$ cat src/rtl/ram64_access_ctrl.sv
// Request front-end for the 64-word RAM64: valid/ready request intake, registered
// read response, and a post-reset clear sweep that initialises every word.
module ram64_access_ctrl #(
  parameter int unsigned       DATA_W         = 16,
  parameter int unsigned       ADDR_W         = 6,
  parameter bit                CLEAR_ON_RESET = 1'b1,
  parameter logic [DATA_W-1:0] CLEAR_VALUE    = '0
) (
  input  logic              clk,
  input  logic              rst_n,
  input  logic              req_valid,
  output logic              req_ready,
  input  logic              req_we,
  input  logic [ADDR_W-1:0] req_addr,
  input  logic [DATA_W-1:0] req_wdata,
  output logic              rsp_valid,
  input  logic              rsp_ready,
  output logic [DATA_W-1:0] rsp_data,
  output logic              init_done,
  output logic [ADDR_W-1:0] ram_addr,
  output logic [DATA_W-1:0] ram_in,
  output logic              ram_ld,
  input  logic [DATA_W-1:0] ram_out
);

  typedef enum logic [1:0] {
    CLEAR,
    IDLE,
    RESP
  } state_e;

  localparam state_e RESET_STATE = CLEAR_ON_RESET ? CLEAR : IDLE;

  state_e              state_q, state_d;
  logic [ADDR_W-1:0]   clr_cnt_q, clr_cnt_d;
  logic                rsp_valid_q, rsp_valid_d;
  logic [DATA_W-1:0]   rsp_data_q, rsp_data_d;
  logic                init_done_q, init_done_d;

  always_comb begin
    state_d     = state_q;
    clr_cnt_d   = clr_cnt_q;
    rsp_valid_d = rsp_valid_q;
    rsp_data_d  = rsp_data_q;
    init_done_d = init_done_q;
    case (state_q)
      CLEAR: begin
        clr_cnt_d = clr_cnt_q + ADDR_W'(1);
        if (clr_cnt_q == '1) begin
          state_d     = IDLE;
          init_done_d = 1'b1;
        end
      end
      IDLE: begin
        // Writes complete inside the RAM at this edge; only reads need a response.
        if (req_valid && !req_we) begin
          rsp_data_d  = ram_out;
          rsp_valid_d = 1'b1;
          state_d     = RESP;
        end
      end
      RESP: begin
        if (rsp_valid_q && rsp_ready) begin
          rsp_valid_d = 1'b0;
          state_d     = IDLE;
        end
      end
      default: state_d = RESET_STATE;
    endcase
  end

  always_ff @(posedge clk or negedge rst_n) begin
    if (!rst_n) begin
      state_q     <= RESET_STATE;
      clr_cnt_q   <= '0;
      rsp_valid_q <= 1'b0;
      rsp_data_q  <= '0;
      init_done_q <= !CLEAR_ON_RESET;
    end else begin
      state_q     <= state_d;
      clr_cnt_q   <= clr_cnt_d;
      rsp_valid_q <= rsp_valid_d;
      rsp_data_q  <= rsp_data_d;
      init_done_q <= init_done_d;
    end
  end

  // RAM strobes are gated by rst_n directly so an asserted reset blocks writes at once.
  always_comb begin
    req_ready = rst_n && (state_q == IDLE);
    ram_ld    = 1'b0;
    ram_addr  = req_addr;
    ram_in    = req_wdata;
    if (state_q == CLEAR) begin
      ram_ld   = rst_n;
      ram_addr = clr_cnt_q;
      ram_in   = CLEAR_VALUE;
    end else if (state_q == IDLE) begin
      ram_ld   = rst_n && req_valid && req_we;
    end
  end

  assign rsp_valid = rsp_valid_q;
  assign rsp_data  = rsp_data_q;
  assign init_done = init_done_q;

endmodule
$ cat config.mk
export PLATFORM = sky130hd
export DESIGN_NAME = ram64_access_ctrl
export DESIGN_NICKNAME = d
export VERILOG_FILES = /design/src/rtl/ram64_access_ctrl.sv
export SDC_FILE = /design/constraint.sdc
export NUM_CORES = 1
export LEC_CHECK = 0
export CORE_ASPECT_RATIO = 0.75
export CORE_UTILIZATION = 37
export CTS_BUF_LIST = sky130_fd_sc_hd__clkbuf_8
export DETAILED_ROUTE_END_ITERATION = 8
export GPL_TIMING_DRIVEN = 0
export PLACE_DENSITY = 0.82
export SLEW_MARGIN = 20
export SYNTH_ARGS = -nofsm -noshare
export SYNTH_HDL_FRONTEND = slang
export SYNTH_SLANG_ARGS = --single-unit
$ cat constraint.sdc
create_clock -name clk -period 1.6 [get_ports clk]
set_input_delay 0.4 -clock clk [delete_from_list [all_inputs] [get_ports clk]]
set_output_delay 0.4 -clock clk [all_outputs]
set_load 0.1 [all_outputs]
=== Word level (Yosys, flattened, before mapping) ===
Cells that the tools add are included.

* Flip-flop bits (word level): 26
* Bits in latches: 0
* Logic and storage cells: 35
* Output and inout port bits: 42
* Bits of input ports: 43
* Memory bits (writable): 0
* ROM bits: 0
* Memories kept: 0

* Div/mod/pow operators: 0
* $add $sub $neg: 1
* Bitwise operators: 0
* Reductions and logical operators: 12
* Order comparisons: 0
* Multiplexer cells: 11
* Equality and inequality tests: 6
* Shifts and indexed selects: 0
* $mul: 0

{| class="wikitable"
|+ Operators by type and width
! operator !! number
|-
| 16-bit 2-to-1 mux || 1
|-
| 6-bit by 1-bit adder with 6-bit output (second input constant) || 1
|-
| 6-bit == test (second input constant) || 1
|-
| 2-bit 2-to-1 mux || 3
|-
| 6-bit 2-to-1 mux || 1
|-
| 2-bit != test (second input constant) || 3
|-
| 2-bit case mux with 3 select lines || 1
|-
| 3-bit AND reduction || 2
|-
| 1-bit logical AND || 5
|-
| 1-bit 2-to-1 mux || 4
|-
| 2-bit AND reduction || 2
|-
| 2-bit by 1-bit == test with 1-bit output (second input constant) || 1
|-
| 2-bit == test (second input constant) || 1
|-
| 2-bit logical NOT || 1
|-
| 1-bit case mux with 2 select lines || 1
|-
| 2-bit nonzero test || 1
|-
| 1-bit logical NOT || 1
|}

=== Depth between registers and ports, before layout ===
* Word-level depth: 4
* Mapped depth: 5
* Mapped depth without buffers: 3

=== Worst setup path before layout ===
Ideal clock, no wire load.

* Kind: register to output
* From: register state_q[1]
* To: output port ram_in[10]
* Required time: 1200 ps
* Data arrival time: 2166 ps
* Path buffers: 2
* Path slack: -966 ps
* Cell stages (with the launch flop): 5
* Path through: dfrtp_1 -> nor2_1 -> buf_2 -> buf_2 -> nor2b_1

* Word-level cells in the longest chain between the ends: 2

{| class="wikitable"
|+ RTL lines
! element !! RTL line !! text
|-
| start, declared || 34 || <nowiki>state_e state_q, state_d;</nowiki>
|-
| start signal, assigned || 80 || <nowiki>state_q <= state_d;</nowiki>
|-
| 2-bit logical NOT || 94 || <nowiki>if (state_q == CLEAR) begin</nowiki>
|-
| 16-bit 2-to-1 mux || 94 ||
|-
| end, declared || 21 || <nowiki>output logic [DATA_W-1:0] ram_in,</nowiki>
|}

No other way between the ends.

=== Final worst setup path ===
* From: register state_q[0]
* To: output port ram_addr[3]

* Word-level cells in the longest chain between the ends: 2

{| class="wikitable"
|+ RTL lines
! element !! RTL line !! text
|-
| 2-bit logical NOT || 94 ||
|-
| 6-bit 2-to-1 mux || 94 ||
|-
| end, declared || 20 || <nowiki>output logic [ADDR_W-1:0] ram_addr,</nowiki>
|}

No other way between the ends.

==> results.py <==
metrics = {
    "run_status": {
        "outcome": "complete, but fails checks",
        "violations": "negative setup slack",
    },
    "placed_design": {
        "routabilityCongestion": 0.6857,
        "dpl_worst_slack_ns": -1.294,
        "hpwlAfterDp_mm": 2.685,
        "portBuffers": 84,
        "postPlaceCellArea_um2": 2349,
    },
    "floorplanning": {
        "core_area_um2": 3311,
        "die_area_um2": 3729,
        "ios": 85,
        "fp.dieW_um": 70.18,
        "die_y_um": 53.14,
        "start_util_pct": 38.96,
        "fp-row-count": 18,
    },
    "final_layout": {
        "area_delta_synth_final_pct": 122.6,
        "layout-drive-gt1-share_pct": 57.89,
        "fin_util_pct": 86.73,
        "multi_input_area_um2": 815.8,
        "final_common_cell": "clkdlybuf4s50_1",
        "nFillCells": 147,
        "antenna_cells": 0,
        "final_cell_mix": "clkdlybuf4s50_1 (39), buf_12 (29), dfrtp_1 (24)",
        "final_nets": 254,
        "design_area_um2": 2872,
        "regArea_um2": 653.1,
    },
    "routing": {
        "drt_iter0_markers": 51,
        "antenna_left": 0,
        "routedWlPerCell_um": 21.62,
        "vias": 1259,
        "remaining_drc_errors": 0,
        "drt_first_pass_iters": 4,
        "routed_via_density": 5.056,
        "wl_mm": 5.383,
    },
    "timing": {
        "layout_min_cycle_time_ns": 1.966,
        "drv_slew": 0,
        "max_freq_mhz": 508.7,
        "worstMarginPinSlew_ns": 0.5047,
        "setup_violations": 41,
        "rsz0062_at_grt": "true",
        "slew_headroom_pct": 66.59,
        "fin_skew_ns": 0.007766,
        "hold_viol": 0,
        "final.period_utilization_pct": 122.9,
        "fin_ws_ns": -0.3657,
        "fin_tns_setup_ns": -8.931,
    },
    "setup_path": {
        "start_kind": "flop",
        "cp.arrival_ns": 1.57,
        "reg2regPathDepth": 8,
        "critPathCaptureType": "output pin",
        "cp.required_ns": 1.20,
        "crit_fanout": 5,
        "critical_path_class": "flop to output pin",
        "reg2reg_slack_ns": -0.20,
        "critPathLaunch": "state_q[0]",
        "r2r_start": "state_q[1]",
    },
    "logic_synthesis": {
        "synthXorXnorAreaFrac_pct": 3.395,
        "synth-compound-area-share_pct": 2.134,
        "synthAdderAreaFrac_pct": 0.9699,
        "synth.avg_cell_area_um2": 12.77,
        "seq_area_frac_synth_pct": 50.44,
        "synthCells": 101,
        "yosys_warnings": 0,
        "synth_top_family_by_area": "multiplexers",
        "synthSimpleGateAreaFrac_pct": 16.59,
        "synth_fp_nets": 145,
        "syn_area_um2": 1290,
        "muxShareOfSynthArea_pct": 22.70,
        "yosys_register_bits": 26,
        "yosysUniqueCellTypes": 23,
    },
    "global_routing": {
        "antenna_found_initial": 0,
        "first_global_vias": 1381,
        "grt_pass1_wl_mm": 8.010,
        "grt_max_degree": 28,
        "grt_overflow": 0,
        "gr-usage-all-layers_pct": 29.98,
    },
    "run": {
        "cap_violations": 0,
    },
    "cts": {
        "root_buffer": "clkbuf_8",
        "clockBufferDepth": 2,
        "cts_tree": "built",
        "insertion_delay_ns": 0.28,
        "cts_buffers": 3,
        "clkTransAtPathRegs_ns": 0.10,
        "hold_buffers": 0,
        "cts_num_sinks": 26,
        "htree_levels": 1,
    },
    "min_path": {
        "hold_class": "input port to asynchronous set/reset pin",
    },
}
stage by stage:
| stage | cells | hold slack [ns] |
|---|---|---|
| 2_1_floorplan | 101 | 0.1044 |
| 3_3_place_gp | 225 | 0.4523 |
| 3_5_place_dp | 225 | 0.4326 |
| 4_1_cts | 243 | 0.03232 |
| 5_1_grt | 249 | 0.05453 |
| 6_report | 249 | 0.03459 |
flip-flops by register name, summed over array words and instances, names as in the netlist:
register,count
rsp_data,16
rsp_valid,1
state_q,2
init_done,1
clr_cnt_q,6
cells in the mapped netlist, drive strengths merged:
master,n,share of area [%]
o21ai,1,0.39
ha,1,0.97
and2,1,0.68
dfrtp,26,50
a21oi,1,0.39
nor3b,1,0.97
a31o,1,0.68
clkbuf,1,0.29
xor2,1,0.68
and3,2,0.97
xnor2,4,2.7
nor2b,17,8.2
nand2,6,1.7
nand2b,2,0.97
inv,1,0.29
mux2,23,23
buf,4,3.2
nand4,5,2.4
o311ai,1,0.68
nor2,2,0.58
logic make-up (layout without fill, tap and decap cells):
kind of cell / after synthesis / after routing
AND/OR/NAND/NOR: 36 / 36
flip-flops: 26 / 26
multiplexers: 23 / 23
buffers and inverters: 6 / 114
XOR/XNOR: 5 / 5
AO/OA/AOI/OAI: 4 / 4
adder cells (fa/ha/maj): 1 / 1
final cells by class:
cell class	count	area share, %
buffer	3	1.786
tap	40	1.743
timing repair buffer	106	43.27
sequential	26	22.75
multi-input combinational	69	28.41
clock buffer	4	1.917
inverter	1	0.1307
layer usage:
layer / wire, um / vias up / global-route usage (%)
met4: 113 / 0 / 8.667
li1: - / 559 / -
met3: 146 / 8 / 4.762
met2: 2904 / 38 / 55.77
met1: 2219 / 654 / 36.48
met5: 0 / - / 0
worst max-delay path: stages (launching register included):
cell     delay (ns)
dfrtp_2        0.44
nor2_4         0.18
buf_6          0.17
mux2_4         0.33
buf_12         0.17
what timing repair did:
action / CTS / global route
setup endpoints to repair: 51 / 53
gates resized for setup: 300 / 47
pin swaps: 1 / 4
cloned: 2 / 0
buffers inserted: 13 / 9
final timing paths:
path | endpoint
worst max-delay path | ram_addr[3]
worst min-delay path | clr_cnt_q[2]
worst max register to register | rsp_data[4]
worst min register to register | init_done
max in group asynchronous | state_q[0]
min in group clk | init_done
Power is not shown: default switching activity piles up to over one toggle a cycle in this logic, so the estimate is an artifact.
